### config.mk
export PLATFORM = sky130hd
export DESIGN_NAME = mode_ctrl_io
export DESIGN_NICKNAME = d
export VERILOG_FILES = /design/src/rtl/mode_ctrl_io.sv
export SDC_FILE = /design/constraint.sdc
export NUM_CORES = 1
export LEC_CHECK = 0
export CAP_MARGIN = 10
export CORE_MARGIN = 2
export CORE_UTILIZATION = 63
export CTS_CLUSTER_SIZE = 24
export DETAILED_ROUTE_END_ITERATION = 10
export PLACE_DENSITY = 0.84
export SYNTH_ARGS = -nofsm -noshare
export SYNTH_HDL_FRONTEND = slang
export SYNTH_SLANG_ARGS = --single-unit
### constraint.sdc
create_clock -name sys_clk -period 6.18 [get_ports sys_clk]
set_input_delay 1.236 -clock sys_clk [delete_from_list [all_inputs] [get_ports sys_clk]]
set_output_delay 1.236 -clock sys_clk [all_outputs]
set_load 0.01 [all_outputs]
### src/rtl/mode_ctrl_io.sv
// Board-side user I/O: two debounced mode buttons with short/long press
// classification, a next-long mode lock, and a stretched comm-activity LED.
module mode_ctrl_io #(
    parameter int MODE_COUNT        = 4,
    parameter int BTN_ACTIVE_LOW    = 1,
    parameter int DEBOUNCE_COUNT    = 65536,
    parameter int LONG_PRESS_COUNT  = 16777216,
    parameter int LED_STRETCH_COUNT = 1048576
) (
    input  logic                  sys_clk,
    input  logic                  sys_rst_n,
    input  logic                  next_btn,
    input  logic                  prev_btn,
    input  logic                  comm_active,
    output logic [MODE_COUNT-1:0] mode_select,
    output logic                  mode_changed,
    output logic [MODE_COUNT-1:0] mode_leds,
    output logic                  lock_led,
    output logic                  comm_active_led
);

    localparam int DW = $clog2(DEBOUNCE_COUNT + 1);
    localparam int HW = $clog2(LONG_PRESS_COUNT + 1);
    localparam int SW = (LED_STRETCH_COUNT > 0) ? $clog2(LED_STRETCH_COUNT + 1) : 1;

    localparam logic [DW-1:0] DEB_LAST     = DW'(DEBOUNCE_COUNT - 1);
    localparam logic [HW-1:0] HOLD_LAST    = HW'(LONG_PRESS_COUNT - 1);
    localparam logic [SW-1:0] STRETCH_LOAD = SW'(LED_STRETCH_COUNT);
    localparam logic          RAW_IDLE     = (BTN_ACTIVE_LOW != 0);
    localparam int            NXT          = 0;
    localparam int            PRV          = 1;

    typedef enum logic [1:0] {
        IDLE,
        PRESSED,
        LONG
    } pressState_t;

    logic [1:0]            btnMeta_q;
    logic [1:0]            btnSync_q;
    logic [1:0]            btnPressed;
    logic                  commMeta_q;
    logic                  commSync_q;
    logic [1:0]            debLvl_q;
    logic [DW-1:0]         debCnt_q [2];
    pressState_t           pressState_q [2];
    logic [HW-1:0]         holdCnt_q [2];
    logic [1:0]            shortEv_q;
    logic                  nextLongEv_q;
    logic [MODE_COUNT-1:0] modeSel_q;
    logic [MODE_COUNT-1:0] modeSel_d;
    logic                  modeChanged_q;
    logic                  modeChanged_d;
    logic                  lock_q;
    logic                  lock_d;
    logic [SW-1:0]         stretchCnt_q;
    logic                  led_q;

    // Button synchronizers reset to the released pin level so reset never looks like a press.
    always_ff @(posedge sys_clk or negedge sys_rst_n) begin
        if (!sys_rst_n) begin
            btnMeta_q  <= {2{RAW_IDLE}};
            btnSync_q  <= {2{RAW_IDLE}};
            commMeta_q <= 1'b0;
            commSync_q <= 1'b0;
        end else begin
            btnMeta_q  <= {prev_btn, next_btn};
            btnSync_q  <= btnMeta_q;
            commMeta_q <= comm_active;
            commSync_q <= commMeta_q;
        end
    end

    assign btnPressed = btnSync_q ^ {2{RAW_IDLE}};

    always_ff @(posedge sys_clk or negedge sys_rst_n) begin
        if (!sys_rst_n) begin
            debLvl_q <= 2'b00;
            for (int b = 0; b < 2; b++) begin
                debCnt_q[b] <= '0;
            end
        end else begin
            for (int b = 0; b < 2; b++) begin
                if (btnPressed[b] != debLvl_q[b]) begin
                    if (debCnt_q[b] == DEB_LAST) begin
                        debLvl_q[b] <= btnPressed[b];
                        debCnt_q[b] <= '0;
                    end else begin
                        debCnt_q[b] <= debCnt_q[b] + 1'b1;
                    end
                end else begin
                    debCnt_q[b] <= '0;
                end
            end
        end
    end

    // Press classifier per button; only next's long event has a consumer.
    always_ff @(posedge sys_clk or negedge sys_rst_n) begin
        if (!sys_rst_n) begin
            shortEv_q    <= 2'b00;
            nextLongEv_q <= 1'b0;
            for (int b = 0; b < 2; b++) begin
                pressState_q[b] <= IDLE;
                holdCnt_q[b]    <= '0;
            end
        end else begin
            shortEv_q    <= 2'b00;
            nextLongEv_q <= 1'b0;
            for (int b = 0; b < 2; b++) begin
                case (pressState_q[b])
                    IDLE: begin
                        if (debLvl_q[b]) begin
                            pressState_q[b] <= PRESSED;
                            holdCnt_q[b]    <= '0;
                        end
                    end
                    PRESSED: begin
                        if (!debLvl_q[b]) begin
                            shortEv_q[b]    <= 1'b1;
                            pressState_q[b] <= IDLE;
                        end else if (holdCnt_q[b] == HOLD_LAST) begin
                            holdCnt_q[b]    <= holdCnt_q[b] + 1'b1;
                            pressState_q[b] <= LONG;
                            if (b == NXT) begin
                                nextLongEv_q <= 1'b1;
                            end
                        end else begin
                            holdCnt_q[b] <= holdCnt_q[b] + 1'b1;
                        end
                    end
                    LONG: begin
                        if (!debLvl_q[b]) begin
                            pressState_q[b] <= IDLE;
                        end
                    end
                    default: pressState_q[b] <= IDLE;
                endcase
            end
        end
    end

    // Short events are judged against the lock state before any same-cycle toggle.
    always_comb begin
        modeSel_d     = modeSel_q;
        modeChanged_d = 1'b0;
        lock_d        = lock_q ^ nextLongEv_q;
        if (!lock_q) begin
            if (shortEv_q[NXT] && !shortEv_q[PRV]) begin
                modeSel_d     = {modeSel_q[MODE_COUNT-2:0], modeSel_q[MODE_COUNT-1]};
                modeChanged_d = 1'b1;
            end else if (shortEv_q[PRV] && !shortEv_q[NXT]) begin
                modeSel_d     = {modeSel_q[0], modeSel_q[MODE_COUNT-1:1]};
                modeChanged_d = 1'b1;
            end
        end
    end

    always_ff @(posedge sys_clk or negedge sys_rst_n) begin
        if (!sys_rst_n) begin
            modeSel_q     <= MODE_COUNT'(1);
            modeChanged_q <= 1'b0;
            lock_q        <= 1'b0;
        end else begin
            modeSel_q     <= modeSel_d;
            modeChanged_q <= modeChanged_d;
            lock_q        <= lock_d;
        end
    end

    // Activity keeps the stretch loaded, so a re-rise mid-stretch leaves no gap.
    always_ff @(posedge sys_clk or negedge sys_rst_n) begin
        if (!sys_rst_n) begin
            stretchCnt_q <= '0;
            led_q        <= 1'b0;
        end else if (commSync_q) begin
            stretchCnt_q <= STRETCH_LOAD;
            led_q        <= 1'b1;
        end else if (stretchCnt_q != '0) begin
            stretchCnt_q <= stretchCnt_q - 1'b1;
            led_q        <= 1'b1;
        end else begin
            led_q <= 1'b0;
        end
    end

    assign mode_select     = modeSel_q;
    assign mode_leds       = modeSel_q;
    assign mode_changed    = modeChanged_q;
    assign lock_led        = lock_q;
    assign comm_active_led = led_q;

endmodule

# Word level (Yosys, flattened, before mapping)

Index checks and enable logic that the tools add are counted.

Div/mod/pow operators: 0
Shifts and indexed selects: 0
Reduce and logical (&&, ||, !) cells: 18
Add/sub/neg operators: 5
$lt $le $gt $ge: 0
Muxes and demuxes: 36
Eq/ne operators: 18
$mul: 0
Bitwise operators: 3

Operator list:

| cell                    | number |
|---|---|
| $mux W25                | 4 |
| $pmux W25 S2            | 2 |
| $mux W17                | 4 |
| $add A25 B1 Y25 const B | 2 |
| $eq A25 B24 Y1 const B  | 2 |
| $mux W21                | 2 |
| $add A17 B1 Y17 const B | 2 |
| $eq A17 B16 Y1 const B  | 2 |
| $reduce_bool A21 Y1     | 1 |
| $sub A21 B1 Y21 const B | 1 |
| $mux W2                 | 8 |
| $mux W1                 | 12 |
| $ne A2 B2 Y1 const B    | 6 |
| $pmux W2 S3             | 2 |
| $reduce_and A3 Y1       | 4 |
| $mux W4                 | 2 |
| $reduce_bool A2 Y1      | 4 |
| $ne A3 B3 Y1 const B    | 2 |
| $reduce_and A2 Y1       | 3 |
| $eq A2 B1 Y1 const B    | 2 |
| $eq A2 B2 Y1 const B    | 2 |
| $logic_not A2 Y1        | 2 |
| $logic_and A1 B1 Y1     | 2 |
| $logic_not A1 Y1        | 2 |
| other kinds (4)         | 5 |

Bits in writable memories: 0
ROM bits: 0
Bits in latches: 0
Bits of input ports: 5
Output and inout port bits: 11
Word-level logic and storage cells: 99
Bits in registers: 127
Memories: 0

# Longest topological paths before layout

Word-level depth: 5
Gate-level depth with buffers: 9
Gate-level depth less buffers: 6

# Worst setup path after synthesis

No wires, ideal clock.

Path type: register to register
Start point: reg stretchCnt_q[0]
End point: reg stretchCnt_q[18]
Setup time: 0.125 ns
Path buffers: 1
Cell stages (with the launch flop): 8
Period minus slack after synthesis: 1.988 ns
Path slack: 4.192 ns
Data arrival time: 1.863 ns
Required time: 6.055 ns
Path through: dfrtp_1 inv_1 ha_1 nor4b_1 nand3_1 clkbuf_1 nor4_1 mux2_2

Word-level cells in the longest chain between the ends: 3
Elaborated cells on any way between the ends: 5
Classes of those cells: add/sub: 1; mux: 2; reduce/logical: 2

Ends and longest elaborated chain:

| what                   | RTL line | RTL |
|---|---|---|
| start, declared        | 56       | `logic [SW-1:0] stretchCnt_q;` |
| start signal, assigned | 180      | `stretchCnt_q <= stretchCnt_q - 1'b1;` |
| $sub A21 B1 Y21        | 180      |  |
| $mux W21               | 179      | `end else if (stretchCnt_q != '0) begin` |
| $mux W21               | 176      | `end else if (commSync_q) begin` |

Parallel ways exist; a longest one is shown, timed or not. The select of a mux whose other input is x is not followed.
A chain may end at the register's enable or synchronous reset.

# Worst setup path after layout

Start point: reg modeSel_q[0] (netlist: mode_leds[0])
End point: out mode_select[0]

RTL lines:

| what                   | RTL line | RTL |
|---|---|---|
| start, declared        | 50       | `logic [MODE_COUNT-1:0] modeSel_q;` |
| start signal, assigned | 165      | `modeSel_q <= modeSel_d;` |
| end, declared          | 15       | `output logic [MODE_COUNT-1:0] mode_select,` |

No word-level cell between the ends.

==> impl_metrics.toml <==
[status]
status = "finished, final reports clean"

[synth]
ys_seq_area_share_pct = 48.2
synth_commonest_cells = "122 x dfrtp_1, 69 x nand2_1, 59 x nor2_1"
synth_fp_nets = 704
yosys.area.top_type_share_pct = 46.2
syn_area_per_cell_um2 = 9.55
yosysTopAreaCell = "dfrtp_1"
synth_edf_count = 0
synthFlopType = "dfrtp_1"
synth_compound_area_share_pct = 12.6
yosysMostFrequentCell = "dfrtp_1"
ys_ff_latch = 127
synth_cells = 692
yosys_warnings = 0
synth_area_leaders = "dfrtp_1 46%, nand2_1 3.9%, nor2_1 3.4%, mux2i_1 2.7%, o21ai_0 2.4%"
synth.mux.area_fraction_pct = 4.09
async_reset_ff_share_pct = 100
synth_top_family_by_area = "simple AND/OR/NAND/NOR gates"
ys_types = 58
synth_area_mm2 = 0.00661
synthAdderAreaFrac_pct = 1.33
synthXorXnorAreaFrac_pct = 3.84
synth-simple-area-share_pct = 26.0

[critical_path]
startpoint = "mode_leds[0]"
crit_path_max_incr_delay_ns = 0.59
worstPathRequired_ns = 4.94
critPathTopFamily = "flip-flops"
worst_path_max_delay_cell = "dfstp_2"
worstPathMaxFanout = 5
r2r_start = "pressState_q[3]"
setup.worst_path.end_class = "output port"
cp.arrival_ns = 1.67
crit_type = "reg2out"
start_kind = "register"
worstPathCellList = "clkdlybuf4s50_1"
crit_buf_inv = 1

[clocking]
cts_buffer_depth = 2
cts_sinks = 127
cts_hold_buffers = 0
numCtsBuffers = 17
cts_resized = 0
clock_latency_ns = 0.52
tritoncts = "done"
h-tree-depth = 4
cts_setup_buffers = 0
clock-root-buffer = "clkbuf_8"
clkTransAtPathRegs_ns = 0.06

[grt]
grt_pass1_wl_mm = 24.5
gr-total-overflow = 0
antenna_found_initial = 0
grt_pass1_vias = 5329
grt_max_degree = 69
grt_util_all_layers_pct = 26.8

[sta]
rsz0062_at_grt = "false"
finalMaxSlewViolations = 0
setup_tns_ns = 0
hold_viol = 0
whs_ns = 0.353
fin_worst_skew_ns = 0.00591
setup_viol_count_final = 0
max-slew-margin-rel_pct = 32.0
max_freq_ghz = 0.345
min_period_ns = 2.90
worst_pin_slew_ns = 1.01
period_share_pct = 47.0

[placed_design]
place.detailed.hpwl_mm = 8.52
place.gp.congestion = 0.821
port_buffers = 15
dp_cells = 807

[cells_and_area]
synthToLayoutAreaGrowth_pct = 11.6
nFillCells = 687
layout.cells.non_filler = 838
n_antenna_cell = 0
post_route_cells_drive_above_1_share_pct = 8.69
fin_nets = 702

[power_and_ir_drop]
power_density_mw_per_mm2 = 315
max-vdd-ir-drop_mv = 0.159
switching_share_pct = 25.9
switchingPower_w = 0.000601
pwr-share-clk_pct = 45.2
combinationalPowerShare_pct = 14.1
seq_power_share_pct = 40.8
internal_power_w = 0.00172
p_leak_nw = 2.98

[drt]
vias = 5445
antenna_left = 0
viasPerCell = 6.50
drtIter0Drc = 445
wl_mm = 14.2
drt_first_pass_iters = 6
routedWlPerCell_um = 17.0
drc_errors = 0

[floorplan]
start_util_pct = 64.6
core_mm2 = 0.0102
ios = 16
die_h_um = 106
row_count = 37
die_w_um = 106
fp.dieArea_mm2 = 0.0113

[flow_run]
maxCapViolCount = 0

[worst_hold_path]
worstHoldStart = "commMeta_q"
hold_class = "reg2reg"
through the flow:
| step | utilization [%] | area [µm²] | worst slack, ns | power (W) |
|---|---|---|---|---|
| after floorplan | - | 6610 | 4.19 | 0.00119 |
| after global placement | 66.0 | 6750 | 3.47 | 0.00125 |
| after detailed placement | 66.0 | 6750 | 3.44 | 0.00127 |
| after CTS | 72.1 | 7380 | 3.26 | 0.00233 |
| after global routing | 72.1 | 7380 | 3.24 | 0.00242 |
| final | 72.1 | 7380 | 3.28 | 0.00233 |
registers in the layout, summed over array words and instances, names as in the netlist:
register         count
holdCnt_q           50
debCnt_q            34
stretchCnt_q        21
mode_leds            4
pressState_q         4
btnMeta_q            2
btnSync_q            2
debLvl_q             2
shortEv_q            2
commMeta_q           1
commSync_q           1
comm_active_led      1
lock_led             1
mode_changed         1
nextLongEv_q         1
cell usage in the layout, fill, tap and decap left out, types with 14 or more instances in the layout:
cell / netlist / layout
nor4_1: 17 / 17
dfrtp_1: 122 / 122
or3_1: 18 / 18
nand2_1: 69 / 69
xnor2_1: 17 / 17
o21ai_0: 32 / 32
a21oi_1: 30 / 30
clkbuf_16: 0 / 16
nand3_1: 31 / 31
or4_1: 16 / 16
o31ai_1: 15 / 15
inv_1: 19 / 19
clkdlybuf4s50_1: 0 / 14
mux2i_1: 18 / 18
nor3_1: 26 / 26
nand4_1: 20 / 20
nor2_1: 59 / 59
cell families after synthesis:
family,count (synthesis)
flops,127
mux,26
simple gates,322
fa+ha+maj,7
buf+inv,57
compound gates,124
xor+xnor,29
power groups by stage:
stage / Combinational (W) / Sequential, W / Clock, W
floorplan: 0.000253 / 0.000942 / 0
global placement: 0.000299 / 0.000953 / 0
detailed placement: 0.000316 / 0.000958 / 0
CTS: 0.000324 / 0.000946 / 0.00106
global route: 0.000365 / 0.000956 / 0.00110
finish: 0.000327 / 0.000948 / 0.00105
worst register-to-register path: cells and delay by family (launching register included):
kind	cells	cell delay, ns
flops	1	0.39
simple gates	3	1.89
compound gates	1	0.16
path summary, 6_finish.rpt:
path	to	slack [ns]	depth (start not counted)
max in group asynchronous	holdCnt_q[32]	4.05	2
min	commSync_q	0.35	0
max reg2reg	holdCnt_q[47]	3.65	4
max	mode_select[0]	3.28	1
min reg2reg	commSync_q	0.35	0
min in group asynchronous	comm_active_led	0.79	1
layout make-up:
type | count | area, µm² | area share [%]
multi-input cells | 508 | 3160 | 42.9
well taps | 136 | 170 | 2.31
clock inverters | 5 | 125 | 1.70
clock buffers | 26 | 498 | 6.75
repair buffers | 17 | 163 | 2.21
inverters | 19 | 71.3 | 0.967
flip-flops and latches | 127 | 3180 | 43.2
layer usage:
layer / vias up / part of all wire, % / GRT usage (%)
li1: 2532 / - / -
met1: 2691 / 43 / 34.9
met2: 198 / 50 / 44.3
met3: 24 / 5.7 / 6.68
met4: 0 / 1.3 / 9.09
met5: - / 0 / 0
Power figures use the tool's default switching activity.
